### src/rtl/mem_port_arbiter.sv
// ---------------------------------------------------------------------------
// mem_port_arbiter
//
// Shares the single memory port between the instruction-fetch requester and
// the data load/store requester. One access at a time moves through
// IDLE -> BUSY -> RESP -> IDLE. The grant is combinational in IDLE. Address,
// write enable and write data are registered toward memory. Read data is
// captured after RD_LAT cycles. A one-cycle done pulse goes back to the owner.
//
// Build option:
//   MISALIGN_CHK_EN  when defined, a granted access with addr[1:0] != 0
//                    skips memory entirely (IDLE -> RESP) and reports err
//                    with its done pulse. When undefined, addresses pass
//                    through unchecked and err is tied low.
//
// Ports:
//   clk, reset        clock, asynchronous active-low reset
//   if_req/if_addr    fetch request (held until if_gnt), fetch address
//   if_gnt/if_done    fetch grant (comb, IDLE only), fetch done pulse
//   d_req/d_we        data request (held until d_gnt), 1 = store
//   d_addr/d_wdata    data address, store data
//   d_gnt/d_done      data grant (comb, IDLE only), data done pulse
//   rdata             registered read data shared by both requesters
//   err               misalignment flag, qualified by if_done/d_done
//   busy              high whenever the sequencer is not idle
//   mem_addr/mem_wr   registered memory address and write enable
//   mem_wdata         registered memory write data
//   mem_rdata         memory read data
// ---------------------------------------------------------------------------
module mem_port_arbiter #(
    parameter int unsigned RD_LAT     = 1,
    parameter int unsigned STARVE_MAX = 4,
    parameter int unsigned CNT_W      = 4
) (
    input  logic        clk,
    input  logic        reset,
    input  logic        if_req,
    input  logic [31:0] if_addr,
    output logic        if_gnt,
    output logic        if_done,
    input  logic        d_req,
    input  logic        d_we,
    input  logic [31:0] d_addr,
    input  logic [31:0] d_wdata,
    output logic        d_gnt,
    output logic        d_done,
    output logic [31:0] rdata,
    output logic        err,
    output logic        busy,
    output logic [31:0] mem_addr,
    output logic        mem_wr,
    output logic [31:0] mem_wdata,
    input  logic [31:0] mem_rdata
);

    localparam int unsigned AW = 32;
    localparam int unsigned DW = 32;

    // Latency counter load value: the BUSY phase lasts lat_q + 1 cycles.
    localparam logic [CNT_W-1:0] LAT_LOAD   = CNT_W'(RD_LAT - 1);
    localparam logic [CNT_W-1:0] STARVE_THR = CNT_W'(STARVE_MAX);
    localparam logic [CNT_W-1:0] CNT_MAX    = '1;

    typedef enum logic [1:0] {
        IDLE = 2'd0,
        BUSY = 2'd1,
        RESP = 2'd2
    } state_t;

    state_t            state_q;
    logic              owner_fetch_q;
    logic              is_wr_q;
    logic [CNT_W-1:0]  lat_q;
    logic [CNT_W-1:0]  starve_q;
    logic [CNT_W-1:0]  starve_d;
    logic              if_done_q;
    logic              d_done_q;
    logic [DW-1:0]     rdata_q;
    logic              busy_q;
    logic [AW-1:0]     mem_addr_q;
    logic              mem_wr_q;
    logic [DW-1:0]     mem_wdata_q;
`ifdef MISALIGN_CHK_EN
    logic              err_q;
`endif

    logic [AW-1:0]     gnt_addr;
    logic              gnt_any;
    logic              gnt_wr;
    logic              mis_c;

    // Arbitration: data wins by default, fetch wins once it has starved.
    // Grants are held off while reset is asserted.
    always_comb begin
        if_gnt   = 1'b0;
        d_gnt    = 1'b0;
        starve_d = '0;
        mis_c    = 1'b0;

        if (reset && (state_q == IDLE)) begin
            if (if_req && (!d_req || (starve_q >= STARVE_THR))) begin
                if_gnt = 1'b1;
            end else if (d_req) begin
                d_gnt = 1'b1;
            end
        end

        gnt_any  = if_gnt || d_gnt;
        gnt_wr   = d_gnt && d_we;
        gnt_addr = if_gnt ? if_addr : d_addr;

`ifdef MISALIGN_CHK_EN
        mis_c = (gnt_addr[1:0] != 2'b00);
`endif

        // Saturating count of edges a fetch has waited without a grant.
        if (if_req && !if_gnt) begin
            starve_d = (starve_q == CNT_MAX) ? starve_q : starve_q + CNT_W'(1);
        end
    end

    // Access sequencer and all registered outputs.
    always_ff @(posedge clk or negedge reset) begin
        if (!reset) begin
            state_q       <= IDLE;
            owner_fetch_q <= 1'b0;
            is_wr_q       <= 1'b0;
            lat_q         <= '0;
            starve_q      <= '0;
            if_done_q     <= 1'b0;
            d_done_q      <= 1'b0;
            rdata_q       <= '0;
            busy_q        <= 1'b0;
            mem_addr_q    <= '0;
            mem_wr_q      <= 1'b0;
            mem_wdata_q   <= '0;
`ifdef MISALIGN_CHK_EN
            err_q         <= 1'b0;
`endif
        end else begin
            starve_q  <= starve_d;
            if_done_q <= 1'b0;
            d_done_q  <= 1'b0;
`ifdef MISALIGN_CHK_EN
            err_q     <= 1'b0;
`endif

            case (state_q)
                IDLE: begin
                    if (gnt_any && mis_c) begin
                        // Misaligned: no memory access, report straight away.
                        owner_fetch_q <= if_gnt;
                        is_wr_q       <= 1'b0;
                        busy_q        <= 1'b1;
                        if_done_q     <= if_gnt;
                        d_done_q      <= d_gnt;
`ifdef MISALIGN_CHK_EN
                        err_q         <= 1'b1;
`endif
                        state_q       <= RESP;
                    end else if (gnt_any) begin
                        owner_fetch_q <= if_gnt;
                        is_wr_q       <= gnt_wr;
                        busy_q        <= 1'b1;
                        mem_addr_q    <= gnt_addr;
                        if (gnt_wr) begin
                            mem_wdata_q <= d_wdata;
                            mem_wr_q    <= 1'b1;
                            lat_q       <= '0;
                        end else begin
                            lat_q       <= LAT_LOAD;
                        end
                        state_q       <= BUSY;
                    end
                end

                BUSY: begin
                    if (lat_q == '0) begin
                        mem_wr_q  <= 1'b0;
                        if (!is_wr_q) begin
                            rdata_q <= mem_rdata;
                        end
                        if_done_q <= owner_fetch_q;
                        d_done_q  <= !owner_fetch_q;
                        state_q   <= RESP;
                    end else begin
                        lat_q     <= lat_q - CNT_W'(1);
                    end
                end

                RESP: begin
                    busy_q  <= 1'b0;
                    state_q <= IDLE;
                end

                default: begin
                    busy_q   <= 1'b0;
                    mem_wr_q <= 1'b0;
                    state_q  <= IDLE;
                end
            endcase
        end
    end

    assign if_done   = if_done_q;
    assign d_done    = d_done_q;
    assign rdata     = rdata_q;
    assign busy      = busy_q;
    assign mem_addr  = mem_addr_q;
    assign mem_wr    = mem_wr_q;
    assign mem_wdata = mem_wdata_q;
`ifdef MISALIGN_CHK_EN
    assign err       = err_q;
`else
    assign err       = 1'b0;
`endif

endmodule
### config.mk
export PLATFORM = sky130hd
export DESIGN_NAME = mem_port_arbiter
export DESIGN_NICKNAME = d
export VERILOG_FILES = /design/src/rtl/mem_port_arbiter.sv
export SDC_FILE = /design/constraint.sdc
export NUM_CORES = 1
export LEC_CHECK = 0
export ABC_CLOCK_PERIOD_IN_PS = 2900
export BUFFER_PORTS_ARGS = -buffer_cell sky130_fd_sc_hd__buf_4
export CAP_MARGIN = 25
export CELL_PAD_IN_SITES_DETAIL_PLACEMENT = 1
export CELL_PAD_IN_SITES_GLOBAL_PLACEMENT = 2
export CORE_UTILIZATION = 31
export CTS_CLUSTER_DIAMETER = 40
export DETAILED_ROUTE_END_ITERATION = 10
export PLACE_DENSITY = 0.91
export SKIP_CTS_REPAIR_TIMING = 1
export SLEW_MARGIN = 10
export SYNTH_ARGS = -nofsm -noshare
export SYNTH_HDL_FRONTEND = slang
export SYNTH_SLANG_ARGS = --single-unit
### constraint.sdc
create_clock -name clk -period 2.9 [get_ports clk]
set_input_delay 0.29 -clock clk [delete_from_list [all_inputs] [get_ports clk]]
set_output_delay 0.29 -clock clk [all_outputs]
set_load 0.005 [all_outputs]
==> results of run 1 <==
metrics by stage:
stage,std cells,util [%],hold slack (ns)
final,737,47.0,0.0392
after global routing,737,47.0,0.0846
after CTS,737,47.0,0.0481
after detailed placement,723,45.1,0.430
after global placement,723,45.1,0.419
after floorplan,318,-,-0.00559
report_power, final:
part / switching [mW] / internal (mW) / total [mW]
Clock: 0.525 / 0.646 / 1.17
Combinational: 1.05 / 1.84 / 2.89
Sequential: 0.448 / 2.31 / 2.76
Total: 2.02 / 4.80 / 6.83
synthesized netlist by cell type (2+ instances only):
cell type and number:
mux2_2 64, o21bai_1 32, buf_2 11, buf_6 3, nor3_1 4, mux2i_1 3, a21bo_2 2, mux2_1 2
or3b_1 2, dfrtp_1 112, nand3_1 5, nand2_1 3, o21ai_0 5, nor2_1 8, o221a_2 32, buf_4 4
ha_1 3, nor3b_1 2, inv_1 5
state kept, by name, summed over array words and instances, names as in the netlist:
| name | count |
|---|---|
| rdata | 32 |
| mem_addr | 32 |
| busy | 1 |
| starve_q | 4 |
| lat_q | 4 |
| owner_fetch_q | 1 |
| if_done | 1 |
| mem_wdata | 32 |
| mem_wr | 1 |
| state_q | 2 |
| is_wr_q | 1 |
| d_done | 1 |
worst max-delay path: stages (launching register included):
cell	delay, ns
dfrtp_1	0.47
nor3b_4	0.42
nand3_1	0.44
buf_4	0.38
inv_1	0.08
buf_4	0.10
area by class of cell:
class	instances	area (um2)	share of cell area, %
flip-flops and latches	112	2800	40.9
clock buffers	14	274	4.00
well taps	184	230	3.36
multi-input cells	181	1720	25.1
repair buffers	241	1810	26.4
inverters	5	18.8	0.274
metal layers:
layer	part of all wire (%)	routed length, um	GRT usage [%]
met1	40	5260	20.6
met2	52	6840	30.1
met3	5.6	741	3.69
met4	2.3	301	7.23
met5	0	0	0
cell usage in the layout (no fill, tap or decap), drive strengths merged:
master | netlist | final
buf | 19 | 241
dfrtp | 112 | 112
mux2 | 66 | 66
o21bai | 32 | 32
o221a | 32 | 32
clkbuf | 1 | 14
nor2 | 8 | 8
nand3 | 6 | 6
inv | 5 | 5
o21ai | 5 | 5
nor3 | 5 | 5
mux2i | 3 | 3
nand2 | 3 | 3
ha | 3 | 3
or3b | 3 | 3
nor3b | 3 | 3
a21bo | 2 | 2
o22ai | 2 | 2
nand2b | 1 | 1
nor2b | 1 | 1
and3 | 1 | 1
nand4 | 1 | 1
a21o | 1 | 1
a31oi | 1 | 1
xnor2 | 1 | 1
conb | 1 | 1
cells by family after synthesis:
family	synth area share, %
adder cells (fa/ha/maj)	0.805
XOR/XNOR	0.188
other	0.0804
buffers and inverters	3.11
AO/OA/AOI/OAI	14.5
flip-flops	60.1
AND/OR/NAND/NOR	4.61
multiplexers	16.6
path summary, 6_finish.rpt:
| path | end | cells past startpoint | slack (ns) |
|---|---|---|---|
| setup / recovery | d_gnt | 5 | 0.36 |
| min in group clk | rdata[6] | 2 | 0.17 |
| hold reg to reg | rdata[6] | 1 | 0.49 |
| setup reg to reg | rdata[15] | 6 | 0.77 |
| max in group asynchronous | mem_wdata[5] | 3 | 1.55 |
| hold / removal | mem_addr[22] | 2 | 0.04 |
==> flow_summary_export.csv, run 1 <==
group,metric,value,unit
synthesis,synth_area,4660,um2
synthesis,yosys.area.top_type,"dfrtp_1",
floorplan,die-area,15500,um2
route,drtIter0Drc,184,
synthesis,synth.area.top_cells,"dfrtp_1, mux2_2, o221a_2",
final_layout,antennaDiodeCount,0,
synthesis,synth_top_area_share,60.1,%
worst_setup_path,cp.required,2.61,ns
synthesis,synth-main-ff-cell,"dfrtp_1",
timing,drv_slew,0,
status,status,"completed",
worst_setup_path,worstSetupPathType,"reg2out",
final_layout,fillers,1555,
clock_tree,cts_num_sinks,112,
hold_path,hold_class,"in2async",
clock_tree,cts_tree,"yes",
power,peakVddDrop,0.000392,V
timing,finalSetupTns,0,ns
floorplan,chipHeight,125,um
synthesis,ys_seq_area_share,60.1,%
timing,period_minus_slack,2.54,ns
grt,grt_pass1_vias,3923,
grt,grt_max_degree,71,
route,vias,3625,
clock_tree,clk_latency,0.34,ns
route,route.detailed.drc,0,
route,first_pass_iters,4,
final_layout,syn2layout_area_growth,46.9,%
timing,slew_headroom,40.9,%
synthesis,syn_inst,318,
placement,dp_hpwl,9850,um
synthesis,synth-edff-count,0,
final_layout,drive_above_1_share,64.7,%
worst_setup_path,setup.worst_path.start,"state_q[1]",
floorplan,fp-row-count,44,
worst_setup_path,start_kind,"flop",
final_layout,final_area,6850,um2
synthesis,synth_area_per_cell,14.7,um2
synthesis,synthArstFlopShare,100,%
floorplan,start_util,32.0,%
timing,final_hold_viol_count,0,
placement,numPortBuffers,234,
grt,grt_usage,17.3,%
timing,setup_viol,0,
worst_setup_path,cp_max_fo,23,
final_layout,nets,686,
clock_tree,path_clk_slew,0.07,ns
placement,place_ws,0.751,ns
floorplan,pin_count,236,
clock_tree,root_buffer,"clkbuf_16",
placement,gp_congestion,0.748,
synthesis,yosys_warnings,0,
floorplan,core_area,14600,um2
timing,fin_crit_sh,87.6,%
grt,grt_pass1_wl,21200,um
worst_setup_path,crit_arrival,2.25,ns
clock_tree,numCtsBuffers,9,
route,routed_wl,13100,um
timing,worstMarginPinSlew,0.887,ns
grt,grt-ovfl-total,0,
timing,fmax,0.394,GHz
route,drt-wirelength-per-cell,17.8,um
timing,rsz0062_at_grt,"no",
grt,antenna_found_initial,0,
floorplan,die_x,125,um
route,avgViaCountPerCell,4.92,
placement,dpl_cell_area,6580,um2
clock_tree,cts_max_level,3,
synthesis,ys_ff_latch,112,
clock_tree,cts.path.max_buffers,2,
route,ant_nets,0,
synthesis,ys_types,35,
timing,skew,0.00817,ns
timing,postLayoutSetupSlackWorst,0.359,ns
worst_setup_path,end_kind,"output pin",
power,powerDensity,996,nW/um2
run,max_cap_viol_count,0,
synthesis,syn_nets,454,
worst_setup_path,r2r_start,"lat_q[0]",
power,finalPower,6.83,mW
power,p_leak,3.26,nW
(Power assumes the default switching activity.)
==> inputs of run 2 (changes only) <==
BUFFER_PORTS_ARGS = -buffer_cell sky130_fd_sc_hd__clkbuf_2   (was -buffer_cell sky130_fd_sc_hd__buf_4)
MAX_ROUTING_LAYER = met4   (was not set)
==> flow_summary_export.csv, run 2 (same netlist as run 1, synthesis figures left out) <==
group,metric,value,unit
final_layout,syn2layout_area_growth,35.6,%
floorplan,die_x,125,um
worst_setup_path,reg2regPathDepth,6,
power,peakVddDrop,0.000304,V
status,status,"completed",
timing,finalSetupTns,0,ns
worst_setup_path,start_kind,"flop",
route,route.detailed.drc,0,
route,drtIter0Drc,124,
route,ant_nets,0,
worst_setup_path,cp_max_fo,24,
route,routed_wl,12900,um
run,max_cap_viol_count,0,
route,vias,3632,
floorplan,chipHeight,125,um
timing,drv_slew,0,
worst_setup_path,path_depth,4,
clock_tree,numCtsBuffers,9,
power,p_leak,3.14,nW
timing,worstMarginPinSlew,0.878,ns
clock_tree,root_buffer,"clkbuf_16",
final_layout,drive_above_1_share,65.0,%
worst_setup_path,crit_arrival,2.07,ns
clock_tree,path_clk_slew,0.07,ns
route,first_pass_iters,4,
power,finalPower,6.56,mW
hold_path,hold_class,"in2async",
floorplan,fp-row-count,44,
final_layout,antennaDiodeCount,0,
clock_tree,cts_max_level,3,
worst_setup_path,crit_slowest_cell,"nand3_2",
route,drt-wirelength-per-cell,17.4,um
final_layout,layout_commonest_cell,"clkbuf_2",
grt,grt_usage,17.9,%
grt,antenna_found_initial,0,
route,avgViaCountPerCell,4.91,
final_layout,nets,687,
floorplan,pin_count,236,
worst_setup_path,setup.worst_path.start,"state_q[0]",
timing,skew,0.00770,ns
worst_setup_path,critPathTopFamily,"simple AND/OR/NAND/NOR gates",
timing,slew_headroom,41.5,%
grt,grt_pass1_wl,21300,um
final_layout,final_cell_mix,"clkbuf_2, dfrtp_1, mux2_2",
timing,setup_viol,0,
timing,fmax,0.423,GHz
placement,numPortBuffers,234,
worst_setup_path,r2r_slack,0.77,ns
clock_tree,cts_num_sinks,112,
timing,fin_crit_sh,81.5,%
grt,grt-ovfl-total,0,
floorplan,die-area,15500,um2
floorplan,start_util,32.0,%
worst_setup_path,crit_chain,"nor3b_4, nand3_2, inv_1, clkbuf_2",
placement,gp_congestion,0.748,
worst_setup_path,cp_num_buf_inv,2,
floorplan,core_area,14600,um2
timing,final_hold_viol_count,0,
clock_tree,cts_tree,"yes",
placement,dp_hpwl,9540,um
worst_setup_path,cp.required,2.61,ns
clock_tree,cts.path.max_buffers,2,
worst_setup_path,end_kind,"output pin",
grt,grt_pass1_vias,3954,
timing,period_minus_slack,2.36,ns
grt,grt_max_degree,68,
worst_setup_path,r2r_start,"lat_q[0]",
worst_setup_path,slowest_delay,0.50,ns
power,powerDensity,1040,nW/um2
timing,rsz0062_at_grt,"no",
clock_tree,clk_latency,0.35,ns
worst_setup_path,worstSetupPathType,"reg2out",
## run 2: cell count changes in the layout (fill, tap and decap cells not counted), sizes merged
cell / change
buf: -232
bufinv: +2
clkbuf: +231
clkinv: +1
## run 2: power by group
part,switching [mW],internal (mW)
clock,0.550,0.799
sequential,0.430,2.31
combinational,1.04,1.44
total,2.02,4.55
## run 2: per-stage QoR
step                hold WS [ns]  setup slack (ns)  utilization (%)  area, um2  std cells
floorplan               -0.00559              1.05                -       4660        318
global placement           0.444             0.800             41.2       6000        724
detailed placement         0.454             0.733             41.2       6000        724
CTS                       0.0798             0.476             43.4       6330        739
global route               0.112             0.325             43.4       6330        739
finish                    0.0556             0.536             43.4       6330        739
## run 2: final cells by class
cell class	count	area [um2]
fillers	1615	8260
repair buffers	242	1230
multi-input cells	181	1720
clock buffers	12	256
inverters	5	18.8
flip-flops and latches	112	2800
well taps	184	230
clock inverters	3	65.1
## run 2: final timing paths
| path | end |
|---|---|
| worst max register to register | rdata[15] |
| min in group clk | rdata[8] |
| worst max-delay path | if_gnt |
| max in group asynchronous | mem_wdata[11] |
| worst min register to register | d_done |
| worst min-delay path | mem_addr[27] |
## run 2: metal layers
metal	routed length [um]	up-vias	GRT usage, %	share of wire [%]
met5	0	-	-	0
met3	658	23	3.61	5.1
met2	6610	135	29.2	51
met4	311	0	7.09	2.4
li1	-	1642	-	-
met1	5300	1832	21.6	41
==> inputs of run 3 (changes only) <==
ABC_AREA = 1   (was not set)
ABC_CLOCK_PERIOD_IN_PS = 2100   (was 2900)
CORE_UTILIZATION = 22   (was 31)
PLACE_DENSITY = 0.8   (was 0.91)
clock period = 2.1 ns   (was 2.9 ns; I/O delays follow)
==> flow_summary_export.csv, run 3 <==
group,metric,value,unit
status,status,"completed",
worst_setup_path,cp_max_fo,12,
final_layout,fillers,2563,
route,vias,4316,
floorplan,start_util,22.8,%
clock_tree,root_buffer,"clkbuf_16",
route,first_pass_iters,4,
timing,skew,0.0118,ns
floorplan,pin_count,236,
power,clkPwrFrac,20.7,%
synthesis,syn_inst,540,
final_layout,seq_area,2800,um2
synthesis,ys_types,27,
final_layout,syn2layout_area_growth,38.0,%
worst_setup_path,crit_chain,"dlygate4sd3_1, buf_4, inv_1, nor2_2, nand3_2, inv_2, clkbuf_2",
grt,grt_usage,14.9,%
synthesis,yosys.area.top_type,"dfrtp_1",
hold_path,hold_class,"in2reg",
grt,grt.met2_usage,24.6,%
clock_tree,cts.path.max_buffers,2,
synthesis,yosys_warnings,0,
route,avgViaCountPerCell,4.13,
synthesis,synth_top_cells_by_count,"nand2_1, dfrtp_1, nand3_1, buf_2, nor2_1",
power,comb_power_share,37.3,%
grt,met1_usage,18.0,%
grt,grt_pass1_wl,24400,um
route,ant_nets,0,
synthesis,muxShareOfSynthArea,0,%
worst_setup_path,slowest_delay,0.58,ns
placement,numPortBuffers,234,
worst_setup_path,critPathTopFamily,"buffers and inverters",
grt,grt_pass1_vias,4524,
route,drtIter0Drc,146,
power,power.internal,5.39,mW
floorplan,fp-row-count,52,
power,powerDensity,1360,nW/um2
worst_setup_path,end_kind,"output pin",
grt,grt-ovfl-total,0,
synthesis,synthArstFlopShare,100,%
synthesis,ys_seq_area_share,59.9,%
power,peakVddDrop,0.000479,V
synthesis,synth_top_area_share,59.9,%
power,switchingPower,3.40,mW
synthesis,yosysMostFrequentCell,"nand2_1",
run,max_cap_viol_count,0,
power,swShare,38.7,%
synthesis,synth.area.top_cells,"dfrtp_1, nand2_1, nand3_1",
power,pwr-share-seq,42.0,%
route,route.detailed.drc,0,
worst_setup_path,start_kind,"input port",
timing,final_hold_viol_count,0,
floorplan,die-area,21900,um2
timing,slew_headroom,60.8,%
final_layout,multi_input_area,1650,um2
timing,setup_viol,0,
synthesis,synth_area,4680,um2
timing,period_minus_slack,1.91,ns
synthesis,synthXorXnorAreaFrac,0.374,%
placement,place_ws,0.228,ns
final_layout,final_cell_mix,"nand2_1, clkbuf_2, dfrtp_1",
synthesis,syn_nets,676,
synthesis,synthAdderAreaFrac,0.802,%
grt,grt_max_degree,43,
floorplan,core_area,20600,um2
clock_tree,clk_latency,0.36,ns
timing,fmax,0.522,GHz
floorplan,chipHeight,148,um
floorplan,die_x,148,um
worst_setup_path,cp_num_buf_inv,5,
synthesis,synth_compound_area_share,0.909,%
route,drt-wirelength-per-cell,14.8,um
synthesis,synth-main-ff-cell,"dfrtp_1",
final_layout,drive_above_1_share,35.6,%
placement,dp_hpwl,11400,um
worst_setup_path,crit_arrival,1.70,ns
worst_setup_path,crit_slowest_cell,"dlygate4sd3_1",
clock_tree,cts_max_level,3,
synthesis,ys_ff_latch,112,
final_layout,antennaDiodeCount,0,
timing,finalSetupTns,0,ns
timing,postLayoutSetupSlackWorst,0.186,ns
grt,grt_util_met3,3.98,%
timing,rsz0062_at_grt,"no",
clock_tree,cts_tree,"yes",
grt,grt.busiest_layer,"met2",
synthesis,synth-edff-count,0,
synthesis,synthSimpleGateAreaFrac,33.1,%
clock_tree,numCtsBuffers,9,
final_layout,post-route-util,31.4,%
final_layout,nets,906,
worst_setup_path,cp.required,1.89,ns
timing,drv_slew,0,
clock_tree,cts_num_sinks,112,
synthesis,synth_area_per_cell,8.67,um2
timing,worstMarginPinSlew,0.585,ns
worst_setup_path,worstSetupPathType,"in2out",
final_layout,layout_commonest_cell,"nand2_1",
timing,fin_crit_sh,91.2,%
grt,antenna_found_initial,0,
synthesis,synth_top_family_by_area,"simple AND/OR/NAND/NOR gates",
power,p_leak,3.65,nW
route,routed_wl,15500,um
placement,gp_congestion,0.771,
clock_tree,path_clk_slew,0.09,ns
run 3: cells by family (layout without fill, tap and decap cells):
group / after synthesis / after routing
buffers and inverters: 42 / 277
AO/OA/AOI/OAI: 8 / 8
flip-flops: 112 / 112
XOR/XNOR: 2 / 2
adder cells (fa/ha/maj): 3 / 3
AND/OR/NAND/NOR: 372 / 372
other: 1 / 1
run 3: final cells by class:
| class | count | area share, % |
|---|---|---|
| Multi-Input combinational cell | 386 | 25.6 |
| Sequential cell | 112 | 43.4 |
| Clock buffer | 9 | 3.49 |
| Timing Repair Buffer | 244 | 20.0 |
| Tap cell | 270 | 5.23 |
| Clock inverter | 7 | 1.38 |
| Inverter | 17 | 0.988 |
run 3: worst register-to-register path, stage by stage, from the launching register on:
cell and delay [ns]:
dfrtp_1 0.42, inv_1 0.11, ha_1 0.15, nand2_1 0.14
nor2_8 0.28, nand2_2 0.41, nand2_1 0.19, nand2_1 0.07
run 3: per-stage QoR:
step                hold WS (ns)  std cells  total power, mW  cell area (um2)
CTS                      -0.0908       1044             9.02             6450
floorplan                -0.0856        540             5.40             4680
global placement           0.306       1028             7.02             6130
global route              0.0354       1045             9.59             6460
detailed placement         0.309       1028             7.12             6130
finish                    0.0414       1045             8.80             6460
run 3: power groups by stage:
stage	Combinational, mW	Sequential [mW]	Clock (mW)
6_report	3.28	3.70	1.82
5_1_grt	3.76	3.84	1.99
4_1_cts	3.38	3.71	1.93
3_5_place_dp	3.37	3.74	0
3_3_place_gp	3.29	3.72	0
2_1_floorplan	1.64	3.76	0
run 3: routing by layer:
metal / vias up / wire, um
met5: - / 0
met2: 153 / 7390
met1: 2015 / 6880
met4: 0 / 146
li1: 2140 / -
met3: 8 / 1080
run 3: worst paths after layout:
| kind | from | slack [ns] | end | cells after the start |
|---|---|---|---|---|
| worst max register to register | lat_q[0] | 0.24 | rdata[7] | 7 |
| min in group asynchronous | reset | 0.52 | state_q[0] | 3 |
| worst min-delay path | d_wdata[13] | 0.04 | mem_wdata[13] | 3 |
| worst min register to register | owner_fetch_q | 0.43 | d_done | 1 |
| worst max-delay path | reset | 0.19 | if_gnt | 7 |
| max in group asynchronous | reset | 0.53 | mem_wdata[27] | 4 |
